File: config.mk
export PLATFORM = sky130hd
export DESIGN_NAME = ijtag_access_ctrl_flat
export DESIGN_NICKNAME = d
export VERILOG_FILES = /design/src/rtl/ijtag_acc_pkg.sv /design/src/rtl/ijtag_access_ctrl_if.sv /design/src/rtl/ijtag_acc_shifter.sv /design/src/rtl/ijtag_access_ctrl.sv /design/src/flat_wrapper.sv
export SDC_FILE = /design/constraint.sdc
export NUM_CORES = 1
export LEC_CHECK = 0
export ABC_AREA = 1
export CAP_MARGIN = 20
export CORE_MARGIN = 2
export CORE_UTILIZATION = 35
export CTS_BUF_LIST = sky130_fd_sc_hd__clkbuf_8
export DETAILED_ROUTE_END_ITERATION = 8
export GPL_TIMING_DRIVEN = 0
export SETUP_SLACK_MARGIN = 0.1
export SYNTH_ARGS = -nofsm -noshare
export SYNTH_HDL_FRONTEND = slang
export SYNTH_SLANG_ARGS = --single-unit
File: constraint.sdc
create_clock -name ijtag_tck -period 6.85 [get_ports ijtag_tck]
set_input_delay 1.37 -clock ijtag_tck [delete_from_list [all_inputs] [get_ports ijtag_tck]]
set_output_delay 1.37 -clock ijtag_tck [all_outputs]
set_load 0.01 [all_outputs]
File: src/rtl/ijtag_acc_pkg.sv
// Shared types for the IJTAG access controller: FSM states, default segment
// length and the 6-bit length type.
package ijtag_acc_pkg;

   localparam int unsigned MAX_LEN_DEF = 32;
   localparam int unsigned LEN_W       = 6;

   typedef logic [LEN_W-1:0] len_t;

   typedef enum logic [2:0] {
      IDLE    = 3'd0,
      CAPTURE = 3'd1,
      SHIFT   = 3'd2,
      UPDATE  = 3'd3,
      RESP    = 3'd4
   } state_t;

   // A segment length is usable only when it is non-zero and fits the shifter.
   function automatic logic len_legal(input len_t len, input int unsigned max_len);
      return (len != 6'd0) && (32'(len) <= max_len);
   endfunction

endpackage

File: src/rtl/ijtag_access_ctrl_if.sv
// Request/response handshake bundle of the IJTAG access controller.
// The req_abort wire exists only when IJTAG_ACCESS_CTRL_ABORT_EN is defined.
interface ijtag_access_ctrl_if import ijtag_acc_pkg::*; #(
   parameter int unsigned MAX_LEN = MAX_LEN_DEF
) ();

   logic               req_valid;
   logic               req_ready;
   len_t               req_len;
   logic [MAX_LEN-1:0] req_wdata;
   logic               rsp_valid;
   logic               rsp_ready;
   logic [MAX_LEN-1:0] rsp_rdata;
   logic               rsp_err;
`ifdef IJTAG_ACCESS_CTRL_ABORT_EN
   logic               req_abort;

   modport master (
      output req_valid, req_len, req_wdata, rsp_ready, req_abort,
      input  req_ready, rsp_valid, rsp_rdata, rsp_err
   );

   modport slave (
      input  req_valid, req_len, req_wdata, rsp_ready, req_abort,
      output req_ready, rsp_valid, rsp_rdata, rsp_err
   );
`else
   modport master (
      output req_valid, req_len, req_wdata, rsp_ready,
      input  req_ready, rsp_valid, rsp_rdata, rsp_err
   );

   modport slave (
      input  req_valid, req_len, req_wdata, rsp_ready,
      output req_ready, rsp_valid, rsp_rdata, rsp_err
   );
`endif

endinterface

File: src/rtl/ijtag_acc_shifter.sv
// Scan data path: write-data shift register, indexed capture of scan-out
// into rdata, and the down-counting shift counter.
module ijtag_acc_shifter import ijtag_acc_pkg::*; #(
   parameter int unsigned MAX_LEN = MAX_LEN_DEF
) (
   input  logic               ijtag_tck,
   input  logic               ijtag_reset,
   input  logic               load,
   input  logic               shift_en,
   input  logic               shift_nxt,
   input  len_t               len,
   input  logic [MAX_LEN-1:0] wdata,
   input  logic               so,
   output logic               si,
   output logic               cnt_zero,
   output logic [MAX_LEN-1:0] rdata
);

   logic [MAX_LEN-1:0] wsh_r;
   logic [MAX_LEN-1:0] wsh_nxt_s;
   logic [MAX_LEN-1:0] rdata_r;
   len_t               cnt_r;
   len_t               len_r;
   len_t               bit_idx_s;
   logic               si_r;

   assign wsh_nxt_s = shift_en ? (wsh_r >> 1) : wsh_r;
   assign bit_idx_s = len_r - cnt_r - 6'd1;
   assign cnt_zero  = (cnt_r == 6'd0);
   assign si        = si_r;
   assign rdata     = rdata_r;

   // Load on accept, then shift one bit per SHIFT cycle; si is pre-computed for the coming cycle.
   always_ff @(posedge ijtag_tck or negedge ijtag_reset) begin
      if (!ijtag_reset) begin
         wsh_r   <= '0;
         rdata_r <= '0;
         cnt_r   <= 6'd0;
         len_r   <= 6'd0;
         si_r    <= 1'b0;
      end else begin
         si_r <= shift_nxt & wsh_nxt_s[0];
         if (load) begin
            wsh_r   <= wdata;
            rdata_r <= '0;
            len_r   <= len;
            cnt_r   <= (len == 6'd0) ? 6'd0 : (len - 6'd1);
         end else if (shift_en) begin
            wsh_r <= wsh_nxt_s;
            cnt_r <= cnt_zero ? cnt_r : (cnt_r - 6'd1);
            for (int j = 0; j < int'(MAX_LEN); j++) begin
               if (bit_idx_s == len_t'(j)) begin
                  rdata_r[j] <= so;
               end
            end
         end else begin
            wsh_r <= wsh_r;
         end
      end
   end

endmodule

File: src/rtl/ijtag_access_ctrl.sv
// IJTAG segment access controller: capture, shift len bits, update, respond.
// Optional abort input enabled by defining IJTAG_ACCESS_CTRL_ABORT_EN.
module ijtag_access_ctrl import ijtag_acc_pkg::*; #(
   parameter int unsigned MAX_LEN = MAX_LEN_DEF
) (
   input  logic                ijtag_tck,
   input  logic                ijtag_reset,
   ijtag_access_ctrl_if.slave  bus,
   output logic                ijtag_sel,
   output logic                ijtag_ce,
   output logic                ijtag_se,
   output logic                ijtag_ue,
   output logic                ijtag_si,
   input  logic                ijtag_so
);

   state_t state_r;
   state_t state_nxt_s;
   logic   accept_s;
   logic   legal_s;
   logic   abort_s;
   logic   shift_en_s;
   logic   cnt_zero_s;
   logic   err_nxt_s;
   logic   sel_nxt_s, ce_nxt_s, se_nxt_s, ue_nxt_s, ready_nxt_s, valid_nxt_s;
   logic   sel_r, ce_r, se_r, ue_r, req_ready_r, rsp_valid_r, rsp_err_r;

`ifdef IJTAG_ACCESS_CTRL_ABORT_EN
   assign abort_s = bus.req_abort & ((state_r == CAPTURE) | (state_r == SHIFT));
`else
   assign abort_s = 1'b0;
`endif

   assign accept_s   = (state_r == IDLE) & bus.req_valid;
   assign legal_s    = len_legal(bus.req_len, MAX_LEN);
   // An aborting cycle does not sample scan-out, so rdata keeps only completed bits.
   assign shift_en_s = (state_r == SHIFT) & ~abort_s;

   ijtag_acc_shifter #(.MAX_LEN(MAX_LEN)) u_shifter (
      .ijtag_tck   (ijtag_tck),
      .ijtag_reset (ijtag_reset),
      .load        (accept_s),
      .shift_en    (shift_en_s),
      .shift_nxt   (state_nxt_s == SHIFT),
      .len         (bus.req_len),
      .wdata       (bus.req_wdata),
      .so          (ijtag_so),
      .si          (ijtag_si),
      .cnt_zero    (cnt_zero_s),
      .rdata       (bus.rsp_rdata)
   );

   // Next-state and error-flag decode.
   always_comb begin
      state_nxt_s = state_r;
      err_nxt_s   = 1'b0;
      case (state_r)
         IDLE: begin
            if (bus.req_valid) begin
               if (legal_s) begin
                  state_nxt_s = CAPTURE;
               end else begin
                  state_nxt_s = RESP;
                  err_nxt_s   = 1'b1;
               end
            end else begin
               state_nxt_s = IDLE;
            end
         end
         CAPTURE: begin
            if (abort_s) begin
               state_nxt_s = RESP;
               err_nxt_s   = 1'b1;
            end else begin
               state_nxt_s = SHIFT;
            end
         end
         SHIFT: begin
            if (abort_s) begin
               state_nxt_s = RESP;
               err_nxt_s   = 1'b1;
            end else if (cnt_zero_s) begin
               state_nxt_s = UPDATE;
            end else begin
               state_nxt_s = SHIFT;
            end
         end
         UPDATE: state_nxt_s = RESP;
         RESP: begin
            if (bus.rsp_ready) begin
               state_nxt_s = IDLE;
            end else begin
               state_nxt_s = RESP;
               err_nxt_s   = rsp_err_r;
            end
         end
         default: state_nxt_s = IDLE;
      endcase
   end

   // Output decode from the next state so every drive pin comes straight from a flop.
   always_comb begin
      sel_nxt_s   = 1'b0;
      ce_nxt_s    = 1'b0;
      se_nxt_s    = 1'b0;
      ue_nxt_s    = 1'b0;
      ready_nxt_s = 1'b0;
      valid_nxt_s = 1'b0;
      case (state_nxt_s)
         IDLE:    ready_nxt_s = 1'b1;
         CAPTURE: begin sel_nxt_s = 1'b1; ce_nxt_s = 1'b1; end
         SHIFT:   begin sel_nxt_s = 1'b1; se_nxt_s = 1'b1; end
         UPDATE:  begin sel_nxt_s = 1'b1; ue_nxt_s = 1'b1; end
         RESP:    valid_nxt_s = 1'b1;
         default: ready_nxt_s = 1'b0;
      endcase
   end

   // State and output registers; reset drops the network and abandons any access.
   always_ff @(posedge ijtag_tck or negedge ijtag_reset) begin
      if (!ijtag_reset) begin
         state_r     <= IDLE;
         sel_r       <= 1'b0;
         ce_r        <= 1'b0;
         se_r        <= 1'b0;
         ue_r        <= 1'b0;
         req_ready_r <= 1'b1;
         rsp_valid_r <= 1'b0;
         rsp_err_r   <= 1'b0;
      end else begin
         state_r     <= state_nxt_s;
         sel_r       <= sel_nxt_s;
         ce_r        <= ce_nxt_s;
         se_r        <= se_nxt_s;
         ue_r        <= ue_nxt_s;
         req_ready_r <= ready_nxt_s;
         rsp_valid_r <= valid_nxt_s;
         rsp_err_r   <= err_nxt_s;
      end
   end

   assign ijtag_sel     = sel_r;
   assign ijtag_ce      = ce_r;
   assign ijtag_se      = se_r;
   assign ijtag_ue      = ue_r;
   assign bus.req_ready = req_ready_r;
   assign bus.rsp_valid = rsp_valid_r;
   assign bus.rsp_err   = rsp_err_r;

endmodule

File: src/flat_wrapper.sv
// flat-port wrapper written by rule: the top's interface ports become plain ports
module ijtag_access_ctrl_flat import ijtag_acc_pkg::*;
#(
   parameter int unsigned MAX_LEN = MAX_LEN_DEF
)
  (ijtag_tck, ijtag_reset, ijtag_sel, ijtag_ce, ijtag_se, ijtag_ue, ijtag_si, ijtag_so, bus_req_valid, bus_req_len, bus_req_wdata, bus_rsp_ready, bus_req_ready, bus_rsp_valid, bus_rsp_rdata, bus_rsp_err);
  ijtag_access_ctrl_if #(.MAX_LEN(MAX_LEN)) bus_i ();
  input  logic ijtag_tck;
  input  logic ijtag_reset;
  output logic ijtag_sel;
  output logic ijtag_ce;
  output logic ijtag_se;
  output logic ijtag_ue;
  output logic ijtag_si;
  input  logic ijtag_so;
  input wire logic [$bits(bus_i.req_valid)-1:0] bus_req_valid;
  input wire logic [$bits(bus_i.req_len)-1:0] bus_req_len;
  input wire logic [$bits(bus_i.req_wdata)-1:0] bus_req_wdata;
  input wire logic [$bits(bus_i.rsp_ready)-1:0] bus_rsp_ready;
  output wire logic [$bits(bus_i.req_ready)-1:0] bus_req_ready;
  output wire logic [$bits(bus_i.rsp_valid)-1:0] bus_rsp_valid;
  output wire logic [$bits(bus_i.rsp_rdata)-1:0] bus_rsp_rdata;
  output wire logic [$bits(bus_i.rsp_err)-1:0] bus_rsp_err;
  assign bus_i.req_valid = bus_req_valid;
  assign bus_i.req_len = bus_req_len;
  assign bus_i.req_wdata = bus_req_wdata;
  assign bus_i.rsp_ready = bus_rsp_ready;
  assign bus_req_ready = bus_i.req_ready;
  assign bus_rsp_valid = bus_i.rsp_valid;
  assign bus_rsp_rdata = bus_i.rsp_rdata;
  assign bus_rsp_err = bus_i.rsp_err;
  ijtag_access_ctrl #(.MAX_LEN(MAX_LEN)) u_core (.ijtag_tck(ijtag_tck), .ijtag_reset(ijtag_reset), .bus(bus_i), .ijtag_sel(ijtag_sel), .ijtag_ce(ijtag_ce), .ijtag_se(ijtag_se), .ijtag_ue(ijtag_ue), .ijtag_si(ijtag_si), .ijtag_so(ijtag_so));
endmodule
==> results.txt, run 1 <==
The number of buffers inserted during clock tree synthesis came out at 9. The flop and latch count out of synthesis came out at 87. The last weighted congestion value of the routability-driven placer came out at approximately 0.85. The number of gates given a new drive strength after cts is 0. Measured against the total synthesized area, the mux share comes to 0. The total design power came out at about 2700 uW. In this run the critical register-to-register path is launched from u_core.u_shifter.cnt_r[0]. The share of post-route cells with drive strength above 1 is 0.0728. The residual antenna-violating net count after detailed routing came out at 0. The total core area came out at ~13000 sq um. The synthesized design contains 0 enable-type register cells. The final count of hold timing violations came out at 0. The simple-gate area share of the yosys netlist came out at 0.289. Once placement completed, the tool counted placed cells totaling around 840.

Of the total synthesized cell area, the portion taken by full adders, half adders and majority gates is 0.0292. The sum of met2 wire segment lengths after detailed routing is 5280 um. The worst min-delay path class is reg -> reg.

The number of primary I/O pins came out at between 80 and 90. The total via count after detailed routing is 4042. The count of maximum capacitance violations came out at 0. In this run, the number of DRC markers left after iteration 0 of detailed routing was 227. The transition time at the pin with the least slew margin came out at approximately 870 ps. The number of iterations in the first detailed-routing pass is 4. The worst setup path is captured at a flop. At the worst endpoint, the arrival time is ~3000 ps. The delay of the slowest cell on the worst path came out at between 700 and 800 ps. The shortest clock period the worst path allows after layout is between 2000 and 3000 ps. The floorplan step set the die width to about 120 um. The area growth from synthesis to layout came out at 27.6%.

The routed length per instance came out at roughly 13 um. The main combinational cell family by area after synthesis is simple AND/OR/NAND/NOR gates. The area fraction in compound gates after synthesis was 0.0865.

The largest buffer count on any clock path came out at 2. The clock transition at the register clock pins on the worst setup and hold paths after CTS is around 90 ps. The post-synth design cell area is roughly 4500 sq um.

The register area share after synthesis came out at 0.479. The most prevalent standard cell on the critical path is nor2_1. The number of setup buffers added after CTS is 0.

The critical path contains buffers and inverters numbering 3 combined. The critical path class is reg -> reg. The final standard cell area without fillers is 5800 sq um.

The setup TNS is 0 ps. The relative slew slack is 0.415. The count of hold-fix buffers inserted at cts is 0. The clock latency on the worst-skew pair is around 360 ps. The depth of the worst register-to-register path is 10.

Dividing the final minimum period by the clock period gives 0.413. The slack of the worst reg-to-reg path is between 4000 and 5000 ps. The cell with the most instances after synthesis is nor2_1. Using the TritonRoute via totals, the vias-per-cell ratio works out to approximately 4.7.

The synthesized design spends more area on one cell type than any other, namely dfrtp_1. The highest fanout seen on the critical path is 9. The maximum clock rate came out at 354 MHz.

The detailed-route wire length came out at 11000 um. The Yosys step of the flow raised 0 warnings. The global-route congestion overflow total is 0. The count of nets after finishing is 735. Summed over all nets, the switching power comes to around 1300 uW.

The number of max-slew violations in the final report is 0. By count the netlist is led by nor2_1 (146), inv_1 (94), nand2_1 (89). The global-route wire length before repair is ~19000 um. The run finished with clean final reports.

In this run the power density over the cells is approximately 460 nW/um^2. The starting density of the core came out at 0.359. The async set-or-reset flop fraction in the synthesized netlist is 1.00. The hold path startpoint is u_core.bus.rsp_err. The critical path depth came out at 10. On the final layout, the worst clock skew is about 9 ps.

For this design, the slowest cell found on the critical path is xnor2_1. The worst slack after detailed placement came out at 3710 ps. IR analysis of the VDD net gives a maximum drop of 0.166 mV. The leakage power is around 0.0027 uW.

Ranked by total cell area, the synthesized netlist is headed by dfrtp_1 (47%), nor2_1 (12%), inv_1 (7.8%), nand2_1 (7.4%), o221ai_1 (5.2%). After legalization and detailed placement, the total HPWL measured between 8000 and 9000 um. The via count of the first global-routing pass came out at 3973. The total routing usage reported by global routing is 0.164. The portion of total power attributed to the clock network came out at 0.131. Setup repair after global routing left no endpoint under its margin. The number of standard cells in the final layout excluding fillers is around 860. After detailed routing, the wire length on met1 is about 5100 um. The XOR/XNOR share of the synthesized area came out at 0.00964. CTS placed an instance of clkbuf_8 at the clock tree root. The number of DRC violations after detailed routing is 0. The least setup slack across all paths after layout came out at around 4000 ps. TritonCTS built the clock tree. The kind of cell adding the most delay to the critical path is XOR/XNOR gates. The die covers approximately 14000 sq um.

The worst setup path is launched from a flop. The number of antenna violations at the first check in global routing came out at 0. The required arrival time at the worst endpoint is 7100 ps.

The critical path goes through inv_1 > ha_1 > inv_1 > fa_1 > xnor2_1 > inv_2 > nand3_1 > nor2_1 > nor2_1 > nor2_1. The placement row count came out at 41. Following the worst setup path forward leads to its endpoint at u_core.u_shifter.rdata[18].

The die extent in y came out at about 120 um. The gate count after technology mapping came out at approximately 590. The distinct cell type count after synthesis came out at 31. The number of failing setup endpoints in the final timing report is 0. The area share of the largest cell type after synthesis is 0.474. The cell-internal power came out at around 1400 uW. The port buffer count came out at 82. The post-synthesis net count is around 640. The relative contribution of sequential cells to total power came out at 0.306. In this run the cell area measured after placement is 5600 sq um. The critical path launch point is u_core.u_shifter.cnt_r[0]. The routed length on met3 came out at ~470 um. The share of total power dissipated in combinational logic is 0.563. The switching part of the total power is 0.468. The total clock sinks is 87. The number of antenna diodes in the final layout is 0. The synthesized area divided by synthesized cell count came out at around 7.7 sq um. In the synthesized netlist the dominant register cell turns out to be dfrtp_1. The H-tree depth reported by CTS came out at 3. The highest layer touched by signal routing is met4. The maximum number of pins on one net before global-route repair came out at 54. The endpoint identified for the worst register-to-register timing path is u_core.u_shifter.rdata[18].
==> tightest hold or removal path: stages (launching register included) <==
cell and delay (ps):
dfrtp_1 360, nand2_1 50, nand2_1 60
==> worst min-delay path by stage <==
stage,end,slack [ps],depth (start not counted)
2_1_floorplan,u_core.u_shifter.len_r[4],450,2
3_3_place_gp,u_core.u_shifter.len_r[4],470,2
3_5_place_dp,u_core.bus.rsp_err,470,2
4_1_cts,u_core.bus.rsp_err,500,2
5_1_grt,u_core.u_shifter.len_r[0],530,2
6_report,u_core.bus.rsp_err,500,2
==> cell families after synthesis <==
kind of cell	Yosys count
AOI/OAI and AO/OA	54
adders and majority gates	10
buffers and inverters	120
xor gates and xnor gates	5
DFF	87
and+or+nand+nor	312
==> layout by cell type, fill, tap and decap left out, drive strengths merged, types with 2 or more instances in the layout <==
cell type	instances
clkinv	3
a31oi	2
nor2	147
buf	23
nand3	33
inv	97
o21ai	13
clkdlybuf4s50	81
xnor2	2
ha	9
nand4	3
nand2	90
dfrtp	86
clkbuf	15
xor2	3
o211ai	5
o22ai	2
nor3	37
a21oi	5
o221ai	27
==> power groups by stage <==
stage / Clock [uW] / Sequential [uW] / Combinational, uW
after CTS: 363 / 820 / 1510
after global routing: 381 / 841 / 1700
after global placement: 0 / 826 / 1470
after detailed placement: 0 / 831 / 1500
after floorplan: 0 / 847 / 985
final: 350 / 819 / 1500
==> stage by stage <==
stage / hold slack (ps) / utilization
after floorplan: 453 / -
after global placement: 473 / 0.440
after detailed placement: 471 / 0.442
after CTS: 499 / 0.457
after global routing: 533 / 0.457
final: 496 / 0.457
==> state kept, by name, indices dropped and copies added (netlist names) <==
name	flops
u_core.ijtag_ue	1
u_core.state_r	3
u_core.u_shifter.cnt_r	6
u_core.u_shifter.len_r	6
u_core.u_shifter.si	1
u_core.u_shifter.rdata	32
u_core.bus.rsp_valid	1
u_core.ijtag_ce	1
u_core.u_shifter.wsh_r	32
u_core.ijtag_sel	1
u_core.bus.req_ready	1
u_core.bus.rsp_err	1
u_core.ijtag_se	1
==> area by class of cell <==
type | count | area (sq um)
inverter | 95 | 357
fill | 1304 | 6880
sequential | 87 | 2180
multi-input combinational | 381 | 1880
buffer | 25 | 126
clock inverter | 5 | 40.0
timing repair buffer | 83 | 846
tap | 172 | 215
clock buffer | 11 | 151
==> metal layers <==
layer	vias to the layer above	global-route usage
met5	-	0
met4	0	0.0527
met2	74	0.274
met1	1905	0.212
met3	10	0.0363
li1	2053	-
No activity file was read; power rests on OpenSTA's default activity.
==> inputs of run 2 (changes only) <==
Clock period 6.85 ns to 2.5 ns, I/O delays scaled along.
==> run 2 against run 1 <==
Net effect: global-route usage is 0.085 points higher; total power rose to 2.9 times the previous value; critical path depth shrank 1; routed wire length grew 0.27%; flip-flop and latch count unchanged; worst hold slack got worse by 410 ps; clock power increased to 2.8 times the previous value; critical path type unchanged; largest power group unchanged.
==> results.txt, run 2 (synthesis results as in run 1) <==
The number of primary I/O pins is 83. The worst setup path is launched from a flop. Setup violations remaining at the end of the flow were counted as 0. The floorplan has 41 rows. The shortest clock period the worst path allows after layout came out at around 2300 ps.

The flow ran to the end, and the final reports show no timing, DRC or antenna violations. The number of DRC markers after the initial detailed-route iteration is between 200 and 250. The least setup slack across all paths after layout came out at 227 ps. The area growth from synthesis to layout is 30.6%. The required arrival time at the worst endpoint came out at about 2800 ps. The root buffer cell is clkbuf_8.

The detailed-route wire length is approximately 11000 um. The number of antenna violations at the first check in global routing is 0. In the final design database the tool counted about 740 nets. Clock tree synthesis found a total of 87 sinks. The worst slack after detailed placement came out at -247 ps. The number of max-slew violations in the final report is 0.

The H-tree depth reported by CTS came out at 3. After routing, the total negative slack on setup checks comes to 0 ps. For the worst-skew pair, the clock arrives at the later sink with an insertion delay of roughly 370 ps. The count of nets left with antenna violations once routing finished came out at 0. The share of post-route cells with drive strength above 1 came out at 0.0959.

The detailed placer's ending HPWL is just over 8000 um. Headroom to the max-slew limit came out at 0.674. The final count of hold timing violations is 0. The critical path class is reg -> reg. The diode insertion count for antenna repair came out at 0.

The library cell used most frequently in the layout, excluding fill and tap cells, is nor2_1. The tool flagged a number of max-cap violations equal to 0. The routed length per instance is 12.8 um.

The largest buffer count on any clock path came out at 2. The first detailed-routing pass ran for 5 iterations. STA puts the critical path data arrival time at between 2000 and 3000 ps. The power per cell area came out at roughly 1300 nW/um^2. Dividing the detail-routed via count by the number of cells gives 4.72. Setup repair after global routing left no endpoint under its margin.

The leakage power came out at 0.00271 uW. The sort of element at the end of the critical path is a flop. On the final layout, the worst clock skew is 8.63 ps. The clock tree from TritonCTS is done. The global-route congestion overflow total came out at 0.

For this run, design rule violations remaining after detail routing come to 0. The number of standard cells in the final layout excluding fillers is 860. Routability-driven placement finished with a final weighted congestion of roughly 0.85. The highest fanout seen on the critical path came out at 4.

The number of buffers inserted during clock tree synthesis came out at 9. The floorplan step defined a die boundary enclosing between 10000 and 15000 sq um. The total design power came out at ~8000 uW. The via count of the first global-routing pass came out at 4022. The number of cells in the design after placement is 843.

The total area inside the core boundary comes to 12700 sq um. The maximum clock rate came out at between 400 and 500 MHz. The total via count after detailed routing came out at between 4000 and 5000.

The total routing usage reported by global routing is 0.165. The worst vdd rail ir drop is about 0.53 mV. The first global-routing pass estimated 18800 um of wire.

The die extent in y came out at between 100 and 150 um. The library cells used most frequently in the layout, excluding fill and tap cells, are nor2_1 (146), inv_1 (93), nand2_1 (87), dfrtp_1 (86), clkdlybuf4s50_1 (81). The clock transition at the register clock pins on the worst setup and hold paths after CTS came out at 90 ps.

The worst hold path belongs to the class in -> async. The maximum number of pins on one net before global-route repair came out at 54. The horizontal die dimension came out at about 120 um. At the pin with the least slew margin, the transition time is approximately 500 ps.

The starting density of the core came out at 0.359. Of the available clock period, the critical path in the final layout requires 0.909. On the final layout, the worst hold slack is slightly below 90 ps. The port buffer count is 82.
run 2: cell types whose count changed in the layout (fill, tap and decap cells not counted), sizes merged:
cell,change
buf,+1
run 2: layout make-up:
class	count	area (sq um)
buffer	25	164
clock buffer	11	151
clock inverter	5	40.0
fill	1295	6740
inverter	95	357
multi-input combinational	381	1970
sequential	87	2180
tap	172	215
timing repair buffer	84	853
run 2: timing repair:
action | 4_1_cts | 5_1_grt
pin swaps | 1 | 3
buffers inserted | 0 | 1
gates resized for setup | 17 | 14
hold buffers | 0 | 0
setup endpoints to repair | 32 | 32
run 2: power by group:
group	internal, uW	total, uW	switching, uW
Sequential	1990	2240	256
Clock	425	963	538
Combinational	1790	4610	2830
Total	4200	7820	3620
run 2: per-layer routing:
metal | GRT usage | vias up | part of all wire
met4 | 0.0550 | 0 | 0.011
met2 | 0.278 | 76 | 0.49
li1 | - | 2058 | -
met1 | 0.210 | 1922 | 0.45
met5 | 0 | - | 0
met3 | 0.0373 | 7 | 0.044
run 2: worst paths after layout:
kind,cells after the start,end,from,slack [ps]
min in group ijtag_tck,2,u_core.bus.rsp_err,u_core.bus.rsp_err,500
max,9,u_core.u_shifter.rdata[17],u_core.u_shifter.cnt_r[0],230
max in group asynchronous,2,u_core.u_shifter.rdata[10],ijtag_reset,1800
max reg2reg,9,u_core.u_shifter.rdata[17],u_core.u_shifter.cnt_r[0],230
min reg2reg,2,u_core.bus.rsp_err,u_core.bus.rsp_err,500
min,1,u_core.state_r[0],ijtag_reset,90
run 2: stage by stage:
| step | utilization | cell area [sq um] |
|---|---|---|
| after global routing | 0.468 | 5930 |
| after detailed placement | 0.442 | 5600 |
| after CTS | 0.463 | 5870 |
| after floorplan | - | 4540 |
| after global placement | 0.440 | 5580 |
| final | 0.468 | 5930 |
run 2: worst max-delay path, stage by stage, from the launching register on:
cell     delay, ps
dfrtp_1        400
inv_2           80
ha_2           190
inv_1           50
fa_2           570
inv_1          110
nor3_4         240
nand3_1        220
nor3_1         240
nor2_1          70
==> variant, RTL diff (flow settings as in run 1) <==
Set the package constant `MAX_LEN_DEF` to 64 (it was 32).
--- a/src/rtl/ijtag_acc_pkg.sv
+++ b/src/rtl/ijtag_acc_pkg.sv
@@ -3,5 +3,5 @@
 package ijtag_acc_pkg;
 
-   localparam int unsigned MAX_LEN_DEF = 32;
+   localparam int unsigned MAX_LEN_DEF = 64;
    localparam int unsigned LEN_W       = 6;
 
Ports: changed (resized bus_req_wdata and bus_rsp_rdata); port bits go from 83 to 147. The function was not compared with the original's and may differ.
==> variant against run 1 <==
Routed wire length grew 86%. Setup slack lost 57 ps. Synthesized area grew 66%. Sequential share of layout area grew 0.99 points. Die area grew 64%. Power grew 90%. Maximum frequency shrank 2.0%. Sequential cell count grew 64. Critical path depth shrank 9. Cell area grew 69%. Clock skew grew 2.6 ps. Highest routed layer unchanged.
==> variant: results (changes against run 1) <==
metric,value,unit,change
outcome,"finished, final reports clean",,unchanged
top cell types by occurrence after synthesis,"270 x nor2_1, 150 x dfrtp_1, 144 x inv_1, 138 x nand2_1, 67 x nor3_1",,"was 146 x nor2_1, 94 x inv_1, 89 x nand2_1, 86 x dfrtp_1, 33 x nor3_1"
power density of the placed cells,516.7,nW/um^2,was 461.0 nW/um^2
fraction of power spent switching nets,0.4613,,was 0.4680
most area-consuming cells after synthesis,"dfrtp_1 50%, nor2_1 13%, inv_1 7.2%",,"was dfrtp_1 47%, nor2_1 12%, inv_1 7.8%"
dpl hpwl,14700,um,was 8217 um
share of cells above drive strength 1,0.08122,,was 0.07278
count of different cell masters after synthesis,29,,was 31
Worst R2R End,u_core.u_shifter.rdata[22]$_DFFE_PN0P_,,was u_core.u_shifter.rdata[18]$_DFFE_PN0P_
sequential cell area fraction in the yosys report,0.5010,,was 0.4795
worst setup timing slack at the placement stage,3655,ps,was 3707 ps
cell family contributing the most delay on the critical path,flip-flops,,was XOR/XNOR gates
combinational group share of total power,0.557,,was 0.563
Total Routing Usage GR,0.1856,,was 0.1642
Pleak,4.423,nW,was 2.673 nW
CP Max Fanout,1,,was 9
CP Data Arrival Time,1510,ps,was 3080 ps
clock insertion delay at the later pin of the skew report,450,ps,was 360 ps
relative slew slack,0.4947,,was 0.4147
Worst Reg2Reg Path Length in Cells,8,,was 10
weighted congestion at the end of routability-driven global placement,0.8343,,was 0.8487
Routed WL,20450,um,was 10980 um
launching element of the worst setup path,u_core.bus.req_ready$_DFF_PN1_,,was u_core.u_shifter.cnt_r[0]$_DFFE_PN0P_
"synthesized-area fraction occupied by ao, oa, aoi and oai cells",0.08093,,was 0.08648
cell with the largest stage delay on the worst path,dfstp_2,,was xnor2_1
Layout Nets,1216,,was 735
==> variant: cell count changes after synthesis, sizes merged, moves of 3 or more <==
| cell | change |
|---|---|
| nand4 | +3 |
| clkbuf | +3 |
| nor3 | +34 |
| dfrtp | +64 |
| nand2 | +51 |
| o221ai | +25 |
| buf | +18 |
| o21ai | +3 |
| inv | +52 |
| nor2 | +124 |
| nand3 | +3 |
==> variant: final cells by class <==
type                    instances  area, um^2  area share
flip-flops and latches        151        3780      0.3857
inverters                     149       559.3     0.05707
clock buffers                  18       247.7     0.02528
well taps                     275       344.1     0.03511
multi-input cells             620        2985      0.3046
clock inverters                14       172.7     0.01762
plain buffers                  46       220.2     0.02247
repair buffers                147        1490      0.1521
==> variant: per-layer routing <==
layer | track usage | wire length, um | share of wire
met1 | 0.2476 | 9393 | 0.46
met2 | 0.3052 | 9763 | 0.48
met3 | 0.03735 | 1026 | 0.050
met4 | 0.05748 | 269 | 0.013
met5 | 0 | 0 | 0
